--- config.mk ---
export PLATFORM = sky130hd
export DESIGN_NAME = alu_ctrl_flat
export DESIGN_NICKNAME = d
export VERILOG_FILES = /design/src/rtl/alu_ctrl_if.sv /design/src/rtl/alu_ctrl.sv /design/src/flat_wrapper.sv
export SDC_FILE = /design/constraint.sdc
export NUM_CORES = 1
export LEC_CHECK = 0
export CORE_MARGIN = 1
export CORE_UTILIZATION = 50
export CTS_CLUSTER_SIZE = 24
export DETAILED_ROUTE_END_ITERATION = 12
export GPL_TIMING_DRIVEN = 1
export PLACE_DENSITY = 0.69
export SYNTH_ARGS = -nofsm -noshare
export SYNTH_HDL_FRONTEND = slang
export SYNTH_SLANG_ARGS = --single-unit
--- constraint.sdc ---
create_clock -name clk -period 4.16 [get_ports clk]
set_input_delay 0.624 -clock clk [delete_from_list [all_inputs] [get_ports clk]]
set_output_delay 0.624 -clock clk [all_outputs]
set_load 0.05 [all_outputs]
--- src/rtl/alu_ctrl_if.sv ---
// ------------------------------------------------------------------
// alu_ctrl_if : request/result handshake bundle for alu_ctrl. Rev 1.0
// ------------------------------------------------------------------
`default_nettype none

interface alu_ctrl_if;
  logic        in_valid;
  logic        in_ready;
  logic        op;
  logic [5:0]  ctrl;
  logic [15:0] a;
  logic [15:0] b;
  logic        res_valid;
  logic        res_ready;
  logic [15:0] result;
  logic        zr;
  logic        ng;
  logic        busy;

  modport master (
    output in_valid, op, ctrl, a, b, res_ready,
    input  in_ready, res_valid, result, zr, ng, busy
  );

  modport slave (
    input  in_valid, op, ctrl, a, b, res_ready,
    output in_ready, res_valid, result, zr, ng, busy
  );
endinterface

`default_nettype wire

--- src/rtl/alu_ctrl.sv ---
// ------------------------------------------------------------------
// alu_ctrl : PASS / shift-and-add MUL sequencer around a Hack ALU. Rev 1.0
// ------------------------------------------------------------------
`default_nettype none

module alu_ctrl #(
  parameter int MUL_CYCLES = 16
) (
  input  logic          clk,
  input  logic          reset,
  alu_ctrl_if.slave     bus
);

  localparam logic [4:0] CNT_LAST = 5'(MUL_CYCLES - 1);
  localparam logic [5:0] CTRL_ADD = 6'b000010;
  localparam logic [5:0] CTRL_X   = 6'b001100;

  typedef enum logic [1:0] {
    IDLE = 2'd0,
    EXEC = 2'd1,
    MUL  = 2'd2,
    DONE = 2'd3
  } state_t;

  state_t      state_q, state_d;
  logic [15:0] a_q, a_d, b_q, b_d;
  logic [5:0]  ctrl_q, ctrl_d;
  logic        op_q, op_d;
  logic [15:0] acc_q, acc_d, mcand_q, mcand_d, mplier_q, mplier_d;
  logic [4:0]  cnt_q, cnt_d;
  logic [15:0] result_q, result_d;
  logic        zr_q, zr_d, ng_q, ng_d;

  logic [15:0] alu_x, alu_y, alu_out;
  logic [5:0]  alu_c;
  logic [15:0] x_z, x_n, y_z, y_n, f_out;
  logic        alu_zr, alu_ng;

  // op_q selects the operand source: it is only ever consumed in EXEC/MUL
  always_comb begin
    alu_x   = op_q ? acc_q : a_q;
    alu_y   = op_q ? mcand_q : b_q;
    alu_c   = op_q ? (mplier_q[0] ? CTRL_ADD : CTRL_X) : ctrl_q;
    x_z     = alu_c[5] ? 16'h0000 : alu_x;
    x_n     = alu_c[4] ? ~x_z : x_z;
    y_z     = alu_c[3] ? 16'h0000 : alu_y;
    y_n     = alu_c[2] ? ~y_z : y_z;
    f_out   = alu_c[1] ? (x_n + y_n) : (x_n & y_n);
    alu_out = alu_c[0] ? ~f_out : f_out;
    alu_zr  = (alu_out == 16'h0000);
    alu_ng  = alu_out[15];
  end

  always_comb begin
    state_d  = state_q;
    a_d      = a_q;
    b_d      = b_q;
    ctrl_d   = ctrl_q;
    op_d     = op_q;
    acc_d    = acc_q;
    mcand_d  = mcand_q;
    mplier_d = mplier_q;
    cnt_d    = cnt_q;
    result_d = result_q;
    zr_d     = zr_q;
    ng_d     = ng_q;
    case (state_q)
      IDLE: begin
        if (bus.in_valid) begin
          a_d    = bus.a;
          b_d    = bus.b;
          ctrl_d = bus.ctrl;
          op_d   = bus.op;
          if (bus.op) begin
            acc_d    = 16'h0000;
            mcand_d  = bus.a;
            mplier_d = bus.b;
            cnt_d    = 5'd0;
            state_d  = MUL;
          end else begin
            state_d = EXEC;
          end
        end
      end
      EXEC: begin
        result_d = alu_out;
        zr_d     = alu_zr;
        ng_d     = alu_ng;
        state_d  = DONE;
      end
      MUL: begin
        acc_d    = alu_out;
        mcand_d  = {mcand_q[14:0], 1'b0};
        mplier_d = {1'b0, mplier_q[15:1]};
        cnt_d    = cnt_q + 5'd1;
        if (cnt_q == CNT_LAST) begin
          result_d = alu_out;
          zr_d     = alu_zr;
          ng_d     = alu_ng;
          state_d  = DONE;
        end
      end
      DONE: begin
        if (bus.res_ready) state_d = IDLE;
      end
      default: state_d = IDLE;
    endcase
  end

  always_ff @(posedge clk) begin
    if (reset) begin
      state_q  <= IDLE;
      a_q      <= 16'h0000;
      b_q      <= 16'h0000;
      ctrl_q   <= 6'b000000;
      op_q     <= 1'b0;
      acc_q    <= 16'h0000;
      mcand_q  <= 16'h0000;
      mplier_q <= 16'h0000;
      cnt_q    <= 5'd0;
      result_q <= 16'h0000;
      zr_q     <= 1'b0;
      ng_q     <= 1'b0;
    end else begin
      state_q  <= state_d;
      a_q      <= a_d;
      b_q      <= b_d;
      ctrl_q   <= ctrl_d;
      op_q     <= op_d;
      acc_q    <= acc_d;
      mcand_q  <= mcand_d;
      mplier_q <= mplier_d;
      cnt_q    <= cnt_d;
      result_q <= result_d;
      zr_q     <= zr_d;
      ng_q     <= ng_d;
    end
  end

  assign bus.in_ready  = (state_q == IDLE);
  assign bus.busy      = (state_q != IDLE);
  assign bus.res_valid = (state_q == DONE);
  assign bus.result    = result_q;
  assign bus.zr        = zr_q;
  assign bus.ng        = ng_q;

endmodule

`default_nettype wire

--- src/flat_wrapper.sv ---
// flat-port wrapper written by rule: the top's interface ports become plain ports
module alu_ctrl_flat 
#(
  parameter int MUL_CYCLES = 16
)
  (clk, reset, bus_in_valid, bus_op, bus_ctrl, bus_a, bus_b, bus_res_ready, bus_in_ready, bus_res_valid, bus_result, bus_zr, bus_ng, bus_busy);
  alu_ctrl_if bus_i ();
  input  logic clk;
  input  logic reset;
  input wire logic [$bits(bus_i.in_valid)-1:0] bus_in_valid;
  input wire logic [$bits(bus_i.op)-1:0] bus_op;
  input wire logic [$bits(bus_i.ctrl)-1:0] bus_ctrl;
  input wire logic [$bits(bus_i.a)-1:0] bus_a;
  input wire logic [$bits(bus_i.b)-1:0] bus_b;
  input wire logic [$bits(bus_i.res_ready)-1:0] bus_res_ready;
  output wire logic [$bits(bus_i.in_ready)-1:0] bus_in_ready;
  output wire logic [$bits(bus_i.res_valid)-1:0] bus_res_valid;
  output wire logic [$bits(bus_i.result)-1:0] bus_result;
  output wire logic [$bits(bus_i.zr)-1:0] bus_zr;
  output wire logic [$bits(bus_i.ng)-1:0] bus_ng;
  output wire logic [$bits(bus_i.busy)-1:0] bus_busy;
  assign bus_i.in_valid = bus_in_valid;
  assign bus_i.op = bus_op;
  assign bus_i.ctrl = bus_ctrl;
  assign bus_i.a = bus_a;
  assign bus_i.b = bus_b;
  assign bus_i.res_ready = bus_res_ready;
  assign bus_in_ready = bus_i.in_ready;
  assign bus_res_valid = bus_i.res_valid;
  assign bus_result = bus_i.result;
  assign bus_zr = bus_i.zr;
  assign bus_ng = bus_i.ng;
  assign bus_busy = bus_i.busy;
  alu_ctrl #(.MUL_CYCLES(MUL_CYCLES)) u_core (.clk(clk), .reset(reset), .bus(bus_i));
endmodule
# ---- Word-level counts from Yosys, hierarchy flattened
# Cells that the tools add are included.
dict set report totals {
  register_bits 112
  in_bits 43
  output_inout_bits 21
  word_cells 68
}
dict set report op_classes {
  n_addsub 2
  eq_ne 8
  mux 33
  n_bitwise 4
  reduce_logical 9
}
# cell count
set op_table {}
lappend op_table {{$mux W16} 15}
lappend op_table {{$pmux W16 S2} 4}
lappend op_table {{$not A16 Y16} 3}
lappend op_table {{$add A16 B16 Y16} 1}
lappend op_table {{$and A16 B16 Y16} 1}
lappend op_table {{$logic_not A16 Y1} 1}
lappend op_table {{$mux W5} 2}
lappend op_table {{$pmux W5 S2} 1}
lappend op_table {{$mux W2} 4}
lappend op_table {{$pmux W2 S4} 1}
lappend op_table {{$mux W6} 1}
lappend op_table {{$ne A2 B2 Y1 const B} 3}
lappend op_table {{$reduce_and A3 Y1} 2}
lappend op_table {{$reduce_bool A2 Y1} 3}
lappend op_table {{$add A5 B1 Y5 const B} 1}
lappend op_table {{$eq A5 B4 Y1 const B} 1}
lappend op_table {{$eq A2 B2 Y1 const B} 2}
lappend op_table {{$mux W4} 1}
lappend op_table {{$pmux W1 S2} 2}
lappend op_table {{$reduce_and A2 Y1} 2}
lappend op_table {{$eq A2 B1 Y1 const B} 1}
lappend op_table {{$logic_not A2 Y1} 1}
lappend op_table {{$mux W1} 2}
lappend op_table {{$ne A2 B1 Y1 const B} 1}

# ---- Depth between registers and ports, before layout
# Gate-level depths: netlist of the first run.
dict set report depth {
  word_depth 12
  depth_mapped 15
  mapped_depth_nobuf 14
}

# ---- Worst setup path before layout of the first run
# Ideal clock, no wire load.
dict set report synth_timing {
  path_kind {register to register}
  from {register u_core.ctrl_q[2]}
  to {register u_core.zr_q, in the netlist u_core.bus.zr}
  setup_ns 0.084
  arrival_time_ns 3.409
  t_required_ns 4.076
  slack_ns 0.667
  stages_incl_launch_ff 15
  path_buffers 2
  period_less_slack_ns 3.493
  cell_sequence {dfxtp_1 -> clkbuf_1 -> clkbuf_1 -> xnor2_1 -> nor2_1 -> a31oi_1 -> ha_1 -> a21oi_1 -> o211ai_4 -> a31o_1 -> a211oi_1 -> o31ai_2 -> nor4b_2 -> o2111ai_1 -> o31ai_2}
}
dict set report synth_between {
  elab_chain_len 9
  elab_cells_between_ends 10
  cone_classes {add/sub: 1; mux: 6; bitwise: 2; reduce/logical: 1}
}
# element line_no
set synth_rtl {}
lappend synth_rtl {{start, declared} alu_ctrl.sv:27} ;# logic [5:0] ctrl_q, ctrl_d;
lappend synth_rtl {{start signal, assigned} alu_ctrl.sv:128} ;# ctrl_q <= ctrl_d;
lappend synth_rtl {{$mux W6 (*)} alu_ctrl.sv:43} ;# alu_c = op_q ? (mplier_q[0] ? CTRL_ADD : CTRL_X) : ctrl_q;
lappend synth_rtl {{$mux W16 (*)} alu_ctrl.sv:47} ;# y_n = alu_c[2] ? ~y_z : y_z;
lappend synth_rtl {{$add A16 B16 Y16 or $and A16 B16 Y16 (tied branches)} alu_ctrl.sv:48} ;# f_out = alu_c[1] ? (x_n + y_n) : (x_n & y_n);
lappend synth_rtl {{$mux W16 (*)} alu_ctrl.sv:48}
lappend synth_rtl {{$not A16 Y16} alu_ctrl.sv:49} ;# alu_out = alu_c[0] ? ~f_out : f_out;
lappend synth_rtl {{$mux W16 (*)} alu_ctrl.sv:49}
lappend synth_rtl {{$logic_not A16 Y1 (*)} alu_ctrl.sv:50} ;# alu_zr = (alu_out == 16'h0000);
lappend synth_rtl {{$mux W1} alu_ctrl.sv:96} ;# if (cnt_q == CNT_LAST) begin
lappend synth_rtl {{$pmux W1 S2 (*)} alu_ctrl.sv:67} ;# case (state_q)
lappend synth_rtl {{end signal, assigned} alu_ctrl.sv:135} ;# zr_q <= zr_d;
lappend synth_rtl {{end, declared} alu_ctrl.sv:32} ;# logic zr_q, zr_d, ng_q, ng_d;
# Mark *: on every way between the ends. The rest lies on a longest branch, timed or not. The select of a mux whose other input is x is not followed.
# A chain may end at the register's enable or synchronous reset.

# ---- Final worst setup path of the first run
dict set report layout_timing {
  from {register u_core.op_q}
  to {register u_core.zr_q, in the netlist u_core.bus.zr}
}
dict set report layout_between {
  elab_chain_len 11
  elab_cells_between_ends 17
  cone_classes {add/sub: 1; mux: 11; bitwise: 4; reduce/logical: 1}
}
# element line_no
set layout_rtl {}
lappend layout_rtl {{start, declared} alu_ctrl.sv:28} ;# logic op_q, op_d;
lappend layout_rtl {{start signal, assigned} alu_ctrl.sv:129} ;# op_q <= op_d;
lappend layout_rtl {{$mux W16 (tied with other cells)} alu_ctrl.sv:41} ;# alu_x = op_q ? acc_q : a_q;
lappend layout_rtl {{$mux W16, on equally long branches} {alu_ctrl.sv:44, alu_ctrl.sv:46}}
lappend layout_rtl {{$not A16 Y16, on equally long branches} {alu_ctrl.sv:45, alu_ctrl.sv:47}}
lappend layout_rtl {{$mux W16, on equally long branches} {alu_ctrl.sv:45, alu_ctrl.sv:47}}
lappend layout_rtl {{$add A16 B16 Y16 or $and A16 B16 Y16 (tied branches)} alu_ctrl.sv:48}
lappend layout_rtl {{$mux W16} alu_ctrl.sv:48}
lappend layout_rtl {{$not A16 Y16} alu_ctrl.sv:49}
lappend layout_rtl {{$mux W16 (*)} alu_ctrl.sv:49}
lappend layout_rtl {{$logic_not A16 Y1 (*)} alu_ctrl.sv:50}
lappend layout_rtl {{$mux W1} alu_ctrl.sv:96}
lappend layout_rtl {{$pmux W1 S2 (*)} alu_ctrl.sv:67}
# Marks and branches as above.

==> results.py, run 1 <==
metrics = {
    "setup_path": {
        "r2r_start": "u_core.op_q$_SDFFE_PP0P_",
        "rr_worst_depth": 12,
        "rr_endpoint": "u_core.bus.zr$_SDFFE_PP0P_",
        "cp_top_family": "compound AO/OA/AOI/OAI gates",
        "crit_required_ps": 4440,
        "start_kind": "flip-flop",
        "critPathLaunch": "u_core.op_q$_SDFFE_PP0P_",
        "setup.worst_path.class": "reg2reg",
        "rrSetupSlack_ps": 520,
        "worstPathArrival_ps": 3910,
        "crit_buf_inv": 1,
        "worstPathMaxFanout": 42,
        "cpMaxStageDelayCell": "dfxtp_2",
        "slowest_delay_ps": 770,
        "end_kind": "flip-flop",
        "crit_cells": 12,
        "crit_top_cell": "o31ai_2",
        "crit_chain": "buf_4, nand2_1, o21ai_0, ha_1, a21oi_1, o211ai_4, a31o_1, a211oi_1, o31ai_2, nor4b_2, o2111ai_1, o31ai_2",
    },
    "die": {
        "core_sq_um": 12600,
        "io-pin-count": 64,
        "initial_core_util_pct": 51.1,
        "row_count": 41,
        "die-area_sq_um": 13300,
        "die_y_um": 115,
        "die_w_um": 115,
    },
    "cts": {
        "cts_tree": "built",
        "cts_sinks": 111,
        "htree_levels": 3,
        "ctsHoldBuffers": 0,
        "cts_made_buffers": 9,
        "cts-root-buf": "clkbuf_16",
        "clock_latency_ps": 360,
        "cts_resized": 0,
        "cts_setup_buffers": 0,
        "clockBufferDepth": 2,
        "cts.clk_slew.worst_paths_ps": 70,
    },
    "yosys": {
        "syn_area_per_cell_sq_um": 7.72,
        "async_flop_share_pct": 0,
        "yosysTopAreaCell": "dfxtp_1",
        "syn-num-nets": 897,
        "netlist_area_sq_um": 6420,
        "ys_warn_count": 0,
        "synth_most_common_cell": "nand2_1",
        "ys_ff_latch": 111,
        "synth_edf_count": 0,
        "netlist_instances": 832,
        "synth_area_leaders": "dfxtp_1, nand2_1, xnor2_1",
        "yosysSeqAreaShare_pct": 34.6,
        "synth_top_flop_cell": "dfxtp_1",
        "synth_cell_type_count": 56,
        "synth_common_cells": "nand2_1, dfxtp_1, nor2_1",
        "netlist.area_leader.share_pct": 34.6,
    },
    "route": {
        "wire_per_inst_um": 15.7,
        "via_count": 5789,
        "drt_iter0_markers": 414,
        "via_per_inst": 5.60,
        "drt_pass1_iterations": 5,
        "drtAntennaViolNets": 0,
        "drt_wl_total_mm": 16.3,
        "drc": 0,
    },
    "worst_hold_path": {
        "hold_depth": 2,
        "hp-class": "reg2reg",
        "min_to": "u_core.a_q[3]$_SDFFE_PP0P_",
        "worstHoldStart": "u_core.a_q[3]$_SDFFE_PP0P_",
    },
    "run_status": {
        "status": "finished, final reports clean",
    },
    "final_layout": {
        "multiInputGateArea_sq_um": 3850,
        "drive_gt1_share_pct": 5.10,
        "area_growth_pct": 15.3,
        "fin_cells": 1034,
        "nNetsFinal": 922,
        "nFillCells": 1167,
        "antenna_cells": 0,
        "regArea_sq_um": 2220,
    },
    "grt": {
        "antenna_found_initial": 0,
        "grt_pass1_vias": 5592,
        "grt_usage_pct": 26.2,
        "grt_max_degree": 71,
        "overflow": 0,
        "grt_pass1_wl_mm": 27.2,
    },
    "pwr": {
        "peakVddDrop_mv": 0.418,
        "p_leak_nw": 2.65,
        "power_density_nw_per_um2": 687,
    },
    "sta": {
        "fmax_mhz": 275,
        "finalSetupViolCount": 0,
        "drv_slew": 0,
        "finalHoldViolCount": 0,
        "fin_crit_sh_pct": 87.4,
        "finClkSkew_ps": 9.23,
        "worst_slew_pin_slew_ps": 959,
        "min_period_ps": 3640,
        "setup-tns-final_ps": 0,
        "slew_headroom_pct": 35.8,
        "grt_setup_unrepaired": "false",
    },
    "place": {
        "dp.cells": 1018,
        "place_congestion": 0.928,
        "dp_hpwl_mm": 12.1,
        "port_buffers": 63,
    },
    "run": {
        "maxCapViolCount": 0,
    },
}
[flip-flops by register name, summed over array words and instances, names as in the netlist]
register	count
u_core.cnt_q	5
u_core.mplier_q	16
u_core.mcand_q	16
u_core.state_q	2
u_core.ctrl_q	6
u_core.a_q	16
u_core.bus.result	16
u_core.bus.zr	1
u_core.op_q	1
u_core.acc_q	16
u_core.b_q	16
[cell type report]
class / instances / area share (%)
inverter: 28 / 1.42
sequential: 111 / 30.0
timing repair buffer: 76 / 9.80
tap: 172 / 2.91
multi-input combinational: 631 / 52.0
clock inverter: 5 / 0.574
clock buffer: 11 / 3.28
[cells in the final DEF, fill, tap and decap left out, drive strengths merged, types with 14 or more instances in the layout]
master and count:
buf 14, xnor2 49, nand3 15, a21oi 72
clkdlybuf4s50 62, nand2 144, o21ai 28, nor2b 17
dfxtp 111, nand2b 21, a211oi 35, nor2 85
a22oi 17, inv 29, a31oi 21, mux2i 35
ha 21
[cell families (layout without fill, tap and decap cells)]
kind of cell               after synthesis  in the layout  synth area share (%)
muxes                                   36             36                  5.69
and+or+nand+nor                        321            321                  22.4
AOI/OAI and AO/OA                      198            198                  19.9
buffers and inverters                   90            120                  5.67
adders and majority gates               22             22                  4.40
xor gates and xnor gates                54             54                  7.36
DFF                                    111            111                  34.6
[where the power goes]
part           internal [mW]  switching, mW
Sequential              1.30          0.175
Combinational           1.02           1.75
Clock                  0.429          0.410
Total                   2.75           2.33
[worst reg2reg max path, delay by kind of cell, from the launching register on]
family	cells	cell delay, ps
compound gates	8	1720
buf+inv	1	400
flops	1	770
fa+ha+maj	1	310
simple gates	2	360
[worst max-delay path by stage]
stage | to | slack, ps
2_1_floorplan | u_core.bus.zr$_SDFFE_PP0P_ | 670
3_3_place_gp | u_core.bus.zr$_SDFFE_PP0P_ | 700
3_5_place_dp | u_core.bus.zr$_SDFFE_PP0P_ | 600
4_1_cts | u_core.bus.zr$_SDFFE_PP0P_ | 580
5_1_grt | u_core.bus.zr$_SDFFE_PP0P_ | 260
6_report | u_core.bus.zr$_SDFFE_PP0P_ | 520
[layer usage]
| metal | routed length, um | up-vias | track usage (%) |
|---|---|---|---|
| li1 | - | 2903 | - |
| met1 | 7310 | 2691 | 32.7 |
| met2 | 7630 | 147 | 43.1 |
| met3 | 539 | 48 | 3.53 |
| met4 | 778 | 0 | 16.0 |
| met5 | 0 | - | 0 |
[stage by stage]
| stage | power, mW | instance area [sq um] | utilization (%) | setup WS, ps | hold WS (ps) |
|---|---|---|---|---|---|
| after floorplan | 3.59 | 6420 | - | 667 | 432 |
| after global placement | 4.19 | 7120 | 56.7 | 701 | 439 |
| after detailed placement | 4.25 | 7120 | 56.7 | 599 | 442 |
| after CTS | 5.09 | 7410 | 58.9 | 577 | 454 |
| after global routing | 5.49 | 7410 | 58.9 | 264 | 468 |
| final | 5.09 | 7410 | 58.9 | 523 | 451 |
Power figures use the tool's default switching activity.
==> run 2: changes to the inputs <==
--- a/config.mk
+++ b/config.mk
@@ -7,6 +7,7 @@
 export LEC_CHECK = 0
 export CORE_MARGIN = 1
 export CORE_UTILIZATION = 50
+export CTS_BUF_LIST = sky130_fd_sc_hd__clkbuf_4 sky130_fd_sc_hd__clkbuf_8
 export CTS_CLUSTER_SIZE = 24
 export DETAILED_ROUTE_END_ITERATION = 12
 export GPL_TIMING_DRIVEN = 1
==> run 2 against run 1 <==
- hold slack better by 4.8 ps
- clock skew up 3.3 ps
- wire length down 0.31%
- die area unchanged
- non-clock buffer count unchanged
- largest cell class unchanged
==> results.py, run 2 (synthesis results as in run 1) <==
metrics = {
    "final_layout": {
        "final_common_cell": "nand2_1",
        "drive_gt1_share_pct": 5.22,
        "fin_cells": 1034,
        "postLayoutCoreUtil_pct": 58.1,
        "antenna_cells": 0,
        "nNetsFinal": 922,
        "final_cell_mix": "nand2_1, dfxtp_1, nor2_1",
        "area_growth_pct": 13.8,
    },
    "cts": {
        "clock_latency_ps": 400,
        "cts_tree": "built",
        "cts_made_buffers": 9,
        "cts_setup_buffers": 0,
        "htree_levels": 3,
        "cts_resized": 0,
        "cts-root-buf": "clkbuf_8",
        "cts.clk_slew.worst_paths_ps": 100,
        "clockBufferDepth": 2,
        "ctsHoldBuffers": 0,
        "cts_sinks": 111,
    },
    "setup_path": {
        "end_kind": "flip-flop",
        "worstPathMaxFanout": 42,
        "start_kind": "flip-flop",
        "r2r_start": "u_core.op_q$_SDFFE_PP0P_",
        "setup.worst_path.class": "reg2reg",
        "worstPathArrival_ps": 3940,
        "rr_endpoint": "u_core.bus.zr$_SDFFE_PP0P_",
        "rr_worst_depth": 13,
        "rrSetupSlack_ps": 540,
        "crit_required_ps": 4480,
    },
    "die": {
        "io-pin-count": 64,
        "row_count": 41,
        "initial_core_util_pct": 51.1,
        "core_sq_um": 12600,
        "die-area_sq_um": 13300,
        "die_w_um": 115,
        "die_y_um": 115,
    },
    "run_status": {
        "status": "finished, final reports clean",
    },
    "grt": {
        "antenna_found_initial": 0,
        "grt_usage_pct": 26.2,
        "grt_pass1_vias": 5578,
        "grt_pass1_wl_mm": 27.0,
        "overflow": 0,
        "grt_max_degree": 71,
    },
    "pwr": {
        "p_int_mw": 2.57,
        "p_leak_nw": 2.61,
        "power_density_nw_per_um2": 667,
        "p_sw_mw": 2.31,
        "swShare_pct": 47.3,
        "pwr-share-clk_pct": 13.0,
        "peakVddDrop_mv": 0.367,
        "p_comb_share_pct": 56.7,
        "p_seq_share_pct": 30.3,
    },
    "run": {
        "maxCapViolCount": 0,
    },
    "place": {
        "dp.cells": 1018,
        "port_buffers": 63,
        "place_congestion": 0.928,
        "dp_hpwl_mm": 12.1,
    },
    "worst_hold_path": {
        "min_to": "u_core.a_q[3]$_SDFFE_PP0P_",
        "worstHoldStart": "u_core.a_q[3]$_SDFFE_PP0P_",
        "hold_depth": 2,
        "hp-class": "reg2reg",
    },
    "sta": {
        "slew_headroom_pct": 35.3,
        "fin_crit_sh_pct": 87.1,
        "drv_slew": 0,
        "grt_setup_unrepaired": "false",
        "fmax_mhz": 276,
        "hold_slack_ps": 456,
        "setup-tns-final_ps": 0,
        "min_period_ps": 3620,
        "finalSetupViolCount": 0,
        "worst_slew_pin_slew_ps": 967,
        "finClkSkew_ps": 12.5,
        "finalHoldViolCount": 0,
    },
    "route": {
        "drtAntennaViolNets": 0,
        "drt_iter0_markers": 321,
        "drc": 0,
        "via_count": 5759,
        "drt_pass1_iterations": 5,
        "via_per_inst": 5.57,
        "wire_per_inst_um": 15.7,
        "drt_wl_total_mm": 16.2,
    },
}
[run 2: cell count changes in the layout (fill, tap and decap cells not counted)]
cell and delta:
clkbuf_1 -1, clkbuf_8 +9, clkbuf_4 +1, clkbuf_16 -9
[run 2: layout make-up]
cell class,count,area (sq um)
inverter,28,105
clock buffer,11,145
sequential,111,2220
timing repair buffer,76,726
fill,1181,5260
tap,172,215
clock inverter,5,42.5
multi-input combinational,631,3850
[run 2: worst max path at each step]
stage / from / endpoint / slack, ps / cells after the start
2_1_floorplan: u_core.ctrl_q[2]$_SDFFE_PP0P_ / u_core.bus.zr$_SDFFE_PP0P_ / 670 / 14
3_3_place_gp: u_core.op_q$_SDFFE_PP0P_ / u_core.bus.zr$_SDFFE_PP0P_ / 700 / 13
3_5_place_dp: u_core.op_q$_SDFFE_PP0P_ / u_core.bus.zr$_SDFFE_PP0P_ / 600 / 13
4_1_cts: u_core.op_q$_SDFFE_PP0P_ / u_core.bus.zr$_SDFFE_PP0P_ / 580 / 13
5_1_grt: u_core.op_q$_SDFFE_PP0P_ / u_core.bus.zr$_SDFFE_PP0P_ / 260 / 12
6_report: u_core.op_q$_SDFFE_PP0P_ / u_core.bus.zr$_SDFFE_PP0P_ / 540 / 13
[run 2: worst max-delay path: stages, from the launching register on]
cell	delay [ps]
dfxtp_2	540
buf_4	320
nand2_1	80
o21ai_0	80
ha_1	260
fa_1	410
a21oi_1	250
o21ai_1	130
a2111o_1	430
o211a_1	140
xnor2_1	160
nor4_2	330
o2111ai_1	170
o31ai_2	230
[run 2: stage by stage]
stage / worst slack [ps] / total power, mW / cell area [sq um]
3_5_place_dp: 599 / 4.25 / 7120
4_1_cts: 575 / 4.88 / 7310
5_1_grt: 256 / 5.29 / 7310
6_report: 537 / 4.88 / 7310
2_1_floorplan: 667 / 3.59 / 6420
3_3_place_gp: 701 / 4.19 / 7120
[run 2: layer usage]
metal,wire length (um),part of all wire (%),up-vias,GRT usage (%)
li1,-,-,2904,-
met1,7320,45,2676,32.7
met2,7690,47,136,43.0
met3,572,3.5,43,5.17
met4,624,3.8,0,13.4
met5,0,0,-,0
[run 2: power groups by stage]
stage | Sequential (mW) | Clock [mW] | Combinational, mW
after floorplan | 1.57 | 0 | 2.01
after global placement | 1.49 | 0 | 2.70
after detailed placement | 1.50 | 0 | 2.74
after CTS | 1.48 | 0.644 | 2.76
after global routing | 1.51 | 0.700 | 3.08
final | 1.48 | 0.632 | 2.76
==> run 3: changes to the inputs <==
--- a/config.mk
+++ b/config.mk
@@ -5,9 +5,9 @@
 export SDC_FILE = /design/constraint.sdc
 export NUM_CORES = 1
 export LEC_CHECK = 0
+export CAP_MARGIN = 20
 export CORE_MARGIN = 1
 export CORE_UTILIZATION = 50
-export CTS_BUF_LIST = sky130_fd_sc_hd__clkbuf_4 sky130_fd_sc_hd__clkbuf_8
 export CTS_CLUSTER_SIZE = 24
 export DETAILED_ROUTE_END_ITERATION = 12
 export GPL_TIMING_DRIVEN = 1
==> constraint.sdc (replaced) <==
create_clock -name clk -period 3.9 [get_ports clk]
set_input_delay 0.585 -clock clk [delete_from_list [all_inputs] [get_ports clk]]
set_output_delay 0.585 -clock clk [all_outputs]
set_load 0.05 [all_outputs]
==> run 3 against run 2 <==
- hold slack worse by 4.1 ps
- largest cell class unchanged
- setup slack worse by 130 ps
- clock power is 51% higher
- power increased by 14%
==> results.py, run 3 (synthesis results as in run 1) <==
metrics = {
    "route": {
        "drt_iter0_markers": 390,
        "drt_pass1_iterations": 6,
        "drt_wl_total_mm": 16.7,
        "via_count": 5794,
        "wire_per_inst_um": 16.2,
        "drc": 0,
        "drtAntennaViolNets": 0,
        "via_per_inst": 5.59,
    },
    "pwr": {
        "p_total_mw": 5.54,
        "p_comb_share_pct": 54.4,
        "p_sw_mw": 2.52,
        "peakVddDrop_mv": 0.358,
        "swShare_pct": 45.6,
        "pwr-share-clk_pct": 17.2,
        "power_density_nw_per_um2": 743,
        "p_int_mw": 3.01,
        "p_leak_nw": 2.69,
        "p_seq_share_pct": 28.4,
    },
    "die": {
        "core_sq_um": 12600,
        "io-pin-count": 64,
        "die-area_sq_um": 13300,
        "row_count": 41,
        "die_w_um": 115,
        "die_y_um": 115,
        "initial_core_util_pct": 51.1,
    },
    "sta": {
        "drv_slew": 0,
        "min_period_ps": 3490,
        "worst_slack_ps": 406,
        "setup-tns-final_ps": 0,
        "fmax_mhz": 286,
        "hold_slack_ps": 452,
        "grt_setup_unrepaired": "false",
        "fin_crit_sh_pct": 89.6,
        "finalSetupViolCount": 0,
        "slew_headroom_pct": 34.2,
        "finClkSkew_ps": 6.55,
        "worst_slew_pin_slew_ps": 983,
        "finalHoldViolCount": 0,
    },
    "grt": {
        "grt_pass1_wl_mm": 27.2,
        "grt_usage_pct": 26.5,
        "grt_pass1_vias": 5500,
        "grt_max_degree": 67,
        "antenna_found_initial": 0,
        "overflow": 0,
    },
    "final_layout": {
        "drive_gt1_share_pct": 5.44,
        "antenna_cells": 0,
        "final_cell_mix": "nand2_1, dfxtp_1, nor2_1",
        "area_growth_pct": 16.0,
        "nNetsFinal": 924,
        "final_common_cell": "nand2_1",
        "nFillCells": 1198,
    },
    "setup_path": {
        "worstPathArrival_ps": 3770,
        "start_kind": "flip-flop",
        "end_kind": "flip-flop",
        "setup.worst_path.class": "reg2reg",
        "rr_worst_depth": 13,
        "crit_required_ps": 4170,
        "worstPathMaxFanout": 38,
    },
    "cts": {
        "clock_latency_ps": 360,
        "ctsHoldBuffers": 0,
        "clockBufferDepth": 2,
        "cts_setup_buffers": 0,
        "cts_made_buffers": 9,
        "cts.clk_slew.worst_paths_ps": 70,
        "cts-root-buf": "clkbuf_16",
        "cts_tree": "built",
        "cts_sinks": 111,
        "cts_resized": 0,
        "htree_levels": 3,
    },
    "run": {
        "maxCapViolCount": 0,
    },
    "place": {
        "dp_hpwl_mm": 12.4,
        "place_congestion": 0.861,
        "port_buffers": 63,
        "post-place-ws_ps": 493,
    },
    "run_status": {
        "status": "finished, final reports clean",
    },
    "worst_hold_path": {
        "hp-class": "reg2reg",
        "hold_depth": 2,
    },
}
==> run 3: cell count changes in the layout (fill, tap and decap cells not counted) <==
cell        previous run  this run
clkinvlp_4             3         1
clkinv_2               0         2
clkinv_4               1         0
bufinv_16              0         1
buf_12                 0         1
clkbuf_8              10         1
clkbuf_16              0         9
clkbuf_4               1         0
inv_6                  0         1
buf_4                 14        15
==> run 3: per-layer routing <==
metal  up-vias  routed length (um)  track usage (%)
met5         -                   0                0
met1      2729                7540             33.3
met4         0                 597             13.2
met2       113                8090             44.0
met3        37                 511             4.27
li1       2915                   -                -
==> run 3: through the flow <==
step | instances | instance area [sq um] | util [%]
after CTS | 1036 | 7450 | 59.3
final | 1036 | 7450 | 59.3
after floorplan | 832 | 6420 | -
after detailed placement | 1020 | 7150 | 56.9
after global routing | 1036 | 7450 | 59.3
after global placement | 1020 | 7150 | 56.9
==> run 3: final cells by class <==
type | instances | area [sq um] | share of cell area [%]
clock buffers | 10 | 239 | 3.21
clock inverters | 6 | 67.6 | 0.906
inverters | 28 | 105 | 1.41
multi-input cells | 631 | 3850 | 51.7
flip-flops and latches | 111 | 2220 | 29.8
well taps | 172 | 215 | 2.89
repair buffers | 78 | 753 | 10.1
==> run 3: worst max-delay path, stage by stage (launching register included) <==
cell and delay (ps):
dfxtp_2 490, buf_12 250, nand2_1 60, o21ai_0 70, ha_1 240, fa_1 410
a21oi_1 280, o21ai_1 120, a2111o_1 420, o211a_1 150, xnor2_1 160, nor4_2 340
o2111ai_1 180, o31ai_2 230
==> run 3: worst paths after layout <==
path                                             end                               start  slack (ps)
setup / recovery          u_core.bus.zr$_SDFFE_PP0P_            u_core.op_q$_SDFFE_PP0P_         410
hold / removal    u_core.bus.result[12]$_SDFFE_PP0P_  u_core.bus.result[12]$_SDFFE_PP0P_         450
setup reg to reg          u_core.bus.zr$_SDFFE_PP0P_            u_core.op_q$_SDFFE_PP0P_         410
hold reg to reg   u_core.bus.result[12]$_SDFFE_PP0P_  u_core.bus.result[12]$_SDFFE_PP0P_         450
==> run 3: power groups by stage <==
stage | combinational [mW] | sequential (mW) | clock [mW]
after floorplan | 2.15 | 1.68 | 0
after global placement | 2.93 | 1.58 | 0
after detailed placement | 2.99 | 1.60 | 0
after CTS | 3.01 | 1.57 | 0.964
after global routing | 3.31 | 1.61 | 1.01
final | 3.01 | 1.57 | 0.954
